`src/rtl/e1_pkg.sv`:
```
`default_nettype none
// ============================================================================
// Module      : e1_pkg
// Description : Constants shared by the E1 transmit and receive framers, plus
//               a helper that builds the TS0 word for FAS/NFAS frames.
// Revision    : 1.0  initial release
// ============================================================================
package e1_pkg;

    localparam logic [6:0] FAS_PAT     = 7'b0011011;
    localparam logic [7:0] BITPERFRAME = 8'd255;
    localparam logic [4:0] NFAS_SA     = 5'b11111;
    localparam logic [7:0] AIS_WORD    = 8'hFF;
    localparam logic [4:0] TS_LAST     = 5'd31;

    // TS0 contents: even frames carry Si + FAS, odd frames carry Si, 1, A, Sa4..Sa8.
    function automatic logic [7:0] ts0_word(input logic       odd_frame,
                                            input logic       a_bit,
                                            input logic [6:0] fas);
        if (odd_frame) begin
            ts0_word = {1'b1, 1'b1, a_bit, NFAS_SA};
        end else begin
            ts0_word = {1'b1, fas};
        end
    endfunction

endpackage
`default_nettype wire

```
`src/rtl/e1txfifo.sv`:
```
`default_nettype none
// ============================================================================
// Module      : e1txfifo
// Description : Small synchronous byte FIFO feeding the E1 transmit framer.
//               Head word is presented combinationally on dout. Pops on an
//               empty FIFO and pushes on a full FIFO are ignored.
// Revision    : 1.0  initial release
// ============================================================================
module e1txfifo
    import e1_pkg::*;
#(
    parameter int WID       = 8,
    parameter int FIFODEPTH = 4
) (
    input  logic           clk2,
    input  logic           rst,
    input  logic           push,
    input  logic           pop,
    input  logic [WID-1:0] din,
    output logic [WID-1:0] dout,
    output logic           full,
    output logic           empty
);

    localparam int            AW       = (FIFODEPTH > 1) ? $clog2(FIFODEPTH) : 1;
    localparam int            CW       = $clog2(FIFODEPTH + 1);
    localparam logic [AW-1:0] PTR_LAST = AW'(FIFODEPTH - 1);
    localparam logic [CW-1:0] CNT_FULL = CW'(FIFODEPTH);

    logic [WID-1:0] mem_q [FIFODEPTH];
    logic [WID-1:0] mem_d [FIFODEPTH];
    logic [AW-1:0]  wr_ptr_q, wr_ptr_d;
    logic [AW-1:0]  rd_ptr_q, rd_ptr_d;
    logic [CW-1:0]  count_q, count_d;
    logic           wr_en;
    logic           rd_en;

    assign full  = (count_q == CNT_FULL);
    assign empty = (count_q == '0);
    assign dout  = mem_q[rd_ptr_q];
    assign wr_en = push && !full;
    assign rd_en = pop && !empty;

    // Next-state for storage, pointers and occupancy; simultaneous push/pop keeps the count.
    always_comb begin
        mem_d    = mem_q;
        wr_ptr_d = wr_ptr_q;
        rd_ptr_d = rd_ptr_q;
        count_d  = count_q;
        if (wr_en) begin
            mem_d[wr_ptr_q] = din;
            wr_ptr_d        = (wr_ptr_q == PTR_LAST) ? '0 : wr_ptr_q + AW'(1);
        end
        if (rd_en) begin
            rd_ptr_d = (rd_ptr_q == PTR_LAST) ? '0 : rd_ptr_q + AW'(1);
        end
        if (wr_en && !rd_en) begin
            count_d = count_q + CW'(1);
        end else if (rd_en && !wr_en) begin
            count_d = count_q - CW'(1);
        end
    end

    // State registers; reset empties the FIFO but leaves the storage untouched.
    always_ff @(posedge clk2) begin
        mem_q <= mem_d;
        if (rst) begin
            wr_ptr_q <= '0;
            rd_ptr_q <= '0;
            count_q  <= '0;
        end else begin
            wr_ptr_q <= wr_ptr_d;
            rd_ptr_q <= rd_ptr_d;
            count_q  <= count_d;
        end
    end

endmodule
`default_nettype wire

```
`src/rtl/e1_tx_framer.sv`:
```
`default_nettype none
// ============================================================================
// Module      : e1_tx_framer
// Description : E1 (G.704) transmit framer. Serialises TS0 (FAS/NFAS) and
//               TS1..TS31 payload from a byte FIFO, MSB first, with AIS and
//               underflow fill. Optional feature macro E1_TX_FRAMER_RAI_EN
//               adds the rai port driving the NFAS A bit (A=0 otherwise).
// Revision    : 1.0  initial release
// ============================================================================
module e1_tx_framer
    import e1_pkg::*;
#(
    parameter int         WID         = 8,
    parameter logic [6:0] FAS_PAT     = e1_pkg::FAS_PAT,
    parameter logic [7:0] BITPERFRAME = e1_pkg::BITPERFRAME,
    parameter int         FIFODEPTH   = 4
) (
    input  logic           clk2,
    input  logic           rst,
    input  logic [WID-1:0] datain,
    input  logic           divld,
    output logic           dirdy,
    input  logic           aisreq,
`ifdef E1_TX_FRAMER_RAI_EN
    input  logic           rai,
`endif
    output logic           serout,
    output logic           sof,
    output logic           undflw
);

    logic [7:0]     bitcnt_q, bitcnt_d;
    logic           fr_odd_q, fr_odd_d;
    logic [WID-1:0] shreg_q,  shreg_d;
    logic           undflw_q, undflw_d;
    logic [WID-1:0] word;
    logic           load;
    logic           ts0_next;
    logic           a_bit;
    logic           fifo_pop;
    logic           fifo_full;
    logic           fifo_empty;
    logic [WID-1:0] fifo_dout;

`ifdef E1_TX_FRAMER_RAI_EN
    assign a_bit = rai;
`else
    assign a_bit = 1'b0;
`endif

    // A word is loaded at the last bit of every timeslot; the load in TS31 is next frame's TS0.
    assign load     = (bitcnt_q[2:0] == 3'b111);
    assign ts0_next = (bitcnt_q[7:3] == TS_LAST);
    assign fifo_pop = load && !ts0_next;

    assign serout = shreg_q[WID-1];
    assign sof    = (bitcnt_q == 8'd0);
    assign undflw = undflw_q;
    assign dirdy  = !fifo_full;

    e1txfifo #(
        .WID       (WID),
        .FIFODEPTH (FIFODEPTH)
    ) u_fifo (
        .clk2  (clk2),
        .rst   (rst),
        .push  (divld),
        .pop   (fifo_pop),
        .din   (datain),
        .dout  (fifo_dout),
        .full  (fifo_full),
        .empty (fifo_empty)
    );

    // Bit counter, frame parity, transmit word mux and shift register next-state.
    always_comb begin
        bitcnt_d = (bitcnt_q == BITPERFRAME) ? 8'd0 : bitcnt_q + 8'd1;
        fr_odd_d = fr_odd_q;
        shreg_d  = {shreg_q[WID-2:0], 1'b1};
        undflw_d = 1'b0;
        word     = AIS_WORD;
        if (load) begin
            if (ts0_next) begin
                // Parity of the frame being started is the toggled value.
                fr_odd_d = !fr_odd_q;
                word     = ts0_word(!fr_odd_q, a_bit, FAS_PAT);
            end else if (fifo_empty) begin
                word     = AIS_WORD;
                undflw_d = !aisreq;
            end else begin
                word     = fifo_dout;
            end
            // AIS overrides everything; FIFO pop above still happens to hold alignment.
            if (aisreq) begin
                word = AIS_WORD;
            end
            shreg_d = word;
        end
    end

    // Framing registers; reset parks the counter so the first load is an even-frame TS0.
    always_ff @(posedge clk2) begin
        if (rst) begin
            bitcnt_q <= 8'd255;
            fr_odd_q <= 1'b1;
            shreg_q  <= {WID{1'b1}};
            undflw_q <= 1'b0;
        end else begin
            bitcnt_q <= bitcnt_d;
            fr_odd_q <= fr_odd_d;
            shreg_q  <= shreg_d;
            undflw_q <= undflw_d;
        end
    end

endmodule
`default_nettype wire

```
`config.mk`:
```
export PLATFORM = sky130hd
export DESIGN_NAME = e1_tx_framer
export DESIGN_NICKNAME = d
export VERILOG_FILES = /design/src/rtl/e1_pkg.sv /design/src/rtl/e1txfifo.sv /design/src/rtl/e1_tx_framer.sv
export SDC_FILE = /design/constraint.sdc
export NUM_CORES = 1
export LEC_CHECK = 0
export CORE_ASPECT_RATIO = 0.75
export CORE_MARGIN = 3
export CORE_UTILIZATION = 46
export DETAILED_ROUTE_END_ITERATION = 8
export DONT_BUFFER_PORTS = 1
export SLEW_MARGIN = 20
export SYNTH_ARGS = -nofsm -noshare
export SYNTH_HDL_FRONTEND = slang
export SYNTH_SLANG_ARGS = --single-unit
```
`constraint.sdc`:
```
create_clock -name clk2 -period 2.7 [get_ports clk2]
set_clock_uncertainty 0.2 [all_clocks]
set_input_delay 0.675 -clock clk2 [delete_from_list [all_inputs] [get_ports clk2]]
set_output_delay 0.675 -clock clk2 [all_outputs]
set_load 0.01 [all_outputs]
```
==> flow_metrics.tcl <==
set metrics [dict create \
    status "finished, final reports clean" \
    ys_seq_area_share_pct 61.09 \
    postCtsHoldBufs 0 \
    final_area_um2 2689 \
    peakVddDrop_mv 0.4186 \
    gp_congestion 0.8566 \
    min_from "rst" \
    yosys.area_share.xor_xnor_pct 1.464 \
    io-pin-count 16 \
    synth_compound_area_share_pct 9.780 \
    critPathLaunchType "flop" \
    worst_slew_pin_slew_ns 0.6733 \
    grt_antenna_before_repair 0 \
    rows 22 \
    root_buffer "clkbuf_8" \
    reg2reg_from "u_fifo.count_q[2]" \
    drt-pass1-iter-count 4 \
    min_to "u_fifo.count_q[0]" \
    grt_util_met1_pct 20.83 \
    synthAdderAreaFrac_pct 5.544 \
    setup_viol 0 \
    port_buffers 0 \
    holdWs_ns 0.2051 \
    register_area_um2 1464 \
    layout_common_cells "32 x edfxtp_1, 23 x dfxtp_1, 14 x inv_1" \
    top_usage_layer "met2" \
    grt_setup_unrepaired "true" \
    clockBufferDepth 2 \
    worstReg2RegEnd "u_fifo.count_q[2]" \
    grt_max_degree 22 \
    p_per_area_nw_per_um2 1061 \
    hold_violations 0 \
    reg2reg_depth 9 \
    wl_um 4254 \
    cap_violations 0 \
    fmax_ghz 0.3823 \
    clock_sinks 57 \
    grt_pass1_wl_um 7079 \
    arrival_ns 2.68 \
    ys_warn_count 0 \
    ys_types 43 \
    synth-simple-area-share_pct 8.996 \
    die_x_um 89.27 \
    grt_use_met3_pct 8.183 \
    synth.area.mux_share_pct 9.414 \
    clk_latency_ns 0.33 \
    num_antenna_cells 0 \
    routed_via_density 5.678 \
    maxSlewViolCount 0 \
    fill_cells 412 \
    ant_nets 0 \
    post_dp_cell_area_um2 2454 \
    drtIter0Drc 64 \
    whs_path_depth 1 \
    synth_top_family_by_area "compound AO/OA/AOI/OAI gates" \
    hold_class "primary input to flop" \
    worstSetupPathType "flop to flop" \
    num_vias 1391 \
    die_h_um 68.46 \
    grt.total_usage_pct 16.65 \
    leakagePower_uw 0.001017 \
    end_kind "flop" \
    syn_inst 171 \
    finalCritPeriodShare_pct 96.88 \
    fin_nets 202 \
    synth_area_per_cell_um2 13.99 \
    drc 0 \
    dp_hpwl_um 3008 \
    synthToLayoutAreaGrowth_pct 12.40 \
    htreeDepth 3 \
    layout-drive-gt1-share_pct 21.08 \
    use_met2_pct 25.00 \
    period_needed_ns 2.616 \
    final_common_cell "edfxtp_1" \
    synth-seq-cells 57 \
    max-slew-margin-rel_pct 55.05 \
    cts.clk_slew.worst_paths_ns 0.06 \
    rrSetupSlack_ns 0.08 \
    start_util_pct 48.28 \
    multiInputGateArea_um2 864.6 \
    worstPathRequired_ns 2.77 \
    cts_tree "built" \
    p_total_uw 2853 \
    die-area_um2 6111 \
    synthesis.area_um2 2392 \
    path_max_fanout 5 \
    wl_per_cell_um 17.36 \
    grt_remaining_overflow 0 \
    syn-num-nets 193 \
    core_um2 4955 \
    grt_pass1_vias 1451 \
    cts_buffers 9 \
]
## Yosys cell counts
master,n,area [um^2]
o21ai_0,6,30.03
nor4_1,2,12.51
nand3_2,1,10.01
and2_1,1,6.260
clkbuf_2,1,5.000
and2b_2,1,8.760
nand2_1,5,18.77
dfxtp_1,25,500.5
or4b_1,1,10.01
nand3_1,4,20.02
mux2i_1,3,30.03
nor3b_1,1,7.510
a21oi_1,4,20.02
mux2_4,1,15.01
a2bb2oi_1,1,8.760
a31oi_1,3,18.77
o221ai_1,3,26.28
clkbuf_1,1,3.750
or3_1,1,6.260
inv_1,14,52.55
a311o_1,1,10.01
buf_6,2,22.52
o31a_1,1,8.760
o32a_1,4,40.04
o211a_4,1,17.52
edfxtp_1,32,960.9
o2111ai_1,1,8.760
o211ai_1,1,7.510
and3_1,6,37.54
buf_2,1,5.000
or2_1,1,6.260
nor2_1,8,30.03
mux4_2,8,180.2
nor2b_1,1,6.260
nand4_1,1,6.260
nor3_1,2,10.01
or3_4,1,11.26
xnor2_1,2,17.52
or4_1,1,7.510
ha_1,9,112.6
fa_1,1,20.02
a21o_1,5,37.54
xor2_1,2,17.52
## timing repair
action,4_1_cts,5_1_grt
buffers inserted,0,0
setup endpoints to repair,0,2
gates resized for setup,0,8
## final cells by class
| cell class | instances | area share [%] |
|---|---|---|
| well taps | 60 | 2.792 |
| clock buffers | 10 | 4.746 |
| clock inverters | 6 | 3.071 |
| repair buffers | 3 | 0.8376 |
| multi-input cells | 95 | 32.15 |
| flip-flops and latches | 57 | 54.44 |
| inverters | 14 | 1.954 |
## how the worst max path moves through the flow
stage | start | endpoint | slack, ns | cells past startpoint
after floorplan | u_fifo.count_q[0] | u_fifo.count_q[2] | 0.25 | 9
after global placement | u_fifo.count_q[0] | u_fifo.count_q[2] | 0.20 | 9
after detailed placement | u_fifo.count_q[0] | u_fifo.count_q[2] | 0.04 | 9
after CTS | u_fifo.count_q[0] | u_fifo.count_q[2] | 0.0008 | 9
after global routing | u_fifo.count_q[2] | u_fifo.count_q[2] | -0.005 | 9
final | u_fifo.count_q[2] | u_fifo.count_q[2] | 0.08 | 9
## critical path, cell delays in order (launching register included)
cell     delay, ns
dfxtp_1       0.34
or3_4         0.42
o211a_4       0.17
inv_1         0.07
ha_2          0.19
inv_1         0.06
fa_2          0.38
xor2_1        0.18
or3_4         0.40
a21oi_2       0.15
## kinds of logic (layout without fill, tap and decap cells)
logic type               after synthesis  in the layout
AO/OA/AOI/OAI                         31             31
XOR/XNOR                               4              4
adder cells (fa/ha/maj)               10             10
buffers and inverters                 19             33
flip-flops                            57             57
multiplexers                          12             12
AND/OR/NAND/NOR                       38             38
## registers in the layout, indices dropped and copies added, names as in the netlist
| signal | count |
|---|---|
| u_fifo.rd_ptr_q | 2 |
| u_fifo.count_q | 3 |
| u_fifo.wr_ptr_q | 2 |
| shreg_q | 8 |
| undflw | 1 |
| fr_odd_q | 1 |
| bitcnt_q | 8 |
| u_fifo.mem_q | 32 |
## metrics by stage
stage	worst slack [ns]	setup TNS, ns	cells	util (%)
2_1_floorplan	0.2497	0	171	-
3_3_place_gp	0.2028	0	229	49.52
3_5_place_dp	0.04192	0	229	49.52
4_1_cts	0.0007747	0	245	53.76
5_1_grt	-0.005445	-0.005445	245	54.27
6_report	0.08418	0	245	54.27
## routing by layer
| layer | up-vias | part of all wire, % | wire (um) |
|---|---|---|---|
| li1 | 668 | - | - |
| met1 | 688 | 49 | 2082 |
| met2 | 29 | 45 | 1911 |
| met3 | 6 | 5.2 | 223 |
| met4 | 0 | 0.87 | 37 |
| met5 | - | 0 | 0 |
## power breakdown
| part | switching, uW | internal, uW | total [uW] |
|---|---|---|---|
| logic | 397 | 375 | 772 |
| registers | 154 | 1080 | 1240 |
| clock network | 331 | 514 | 845 |
| total | 882 | 1970 | 2850 |
Power figures use the tool's default switching activity.
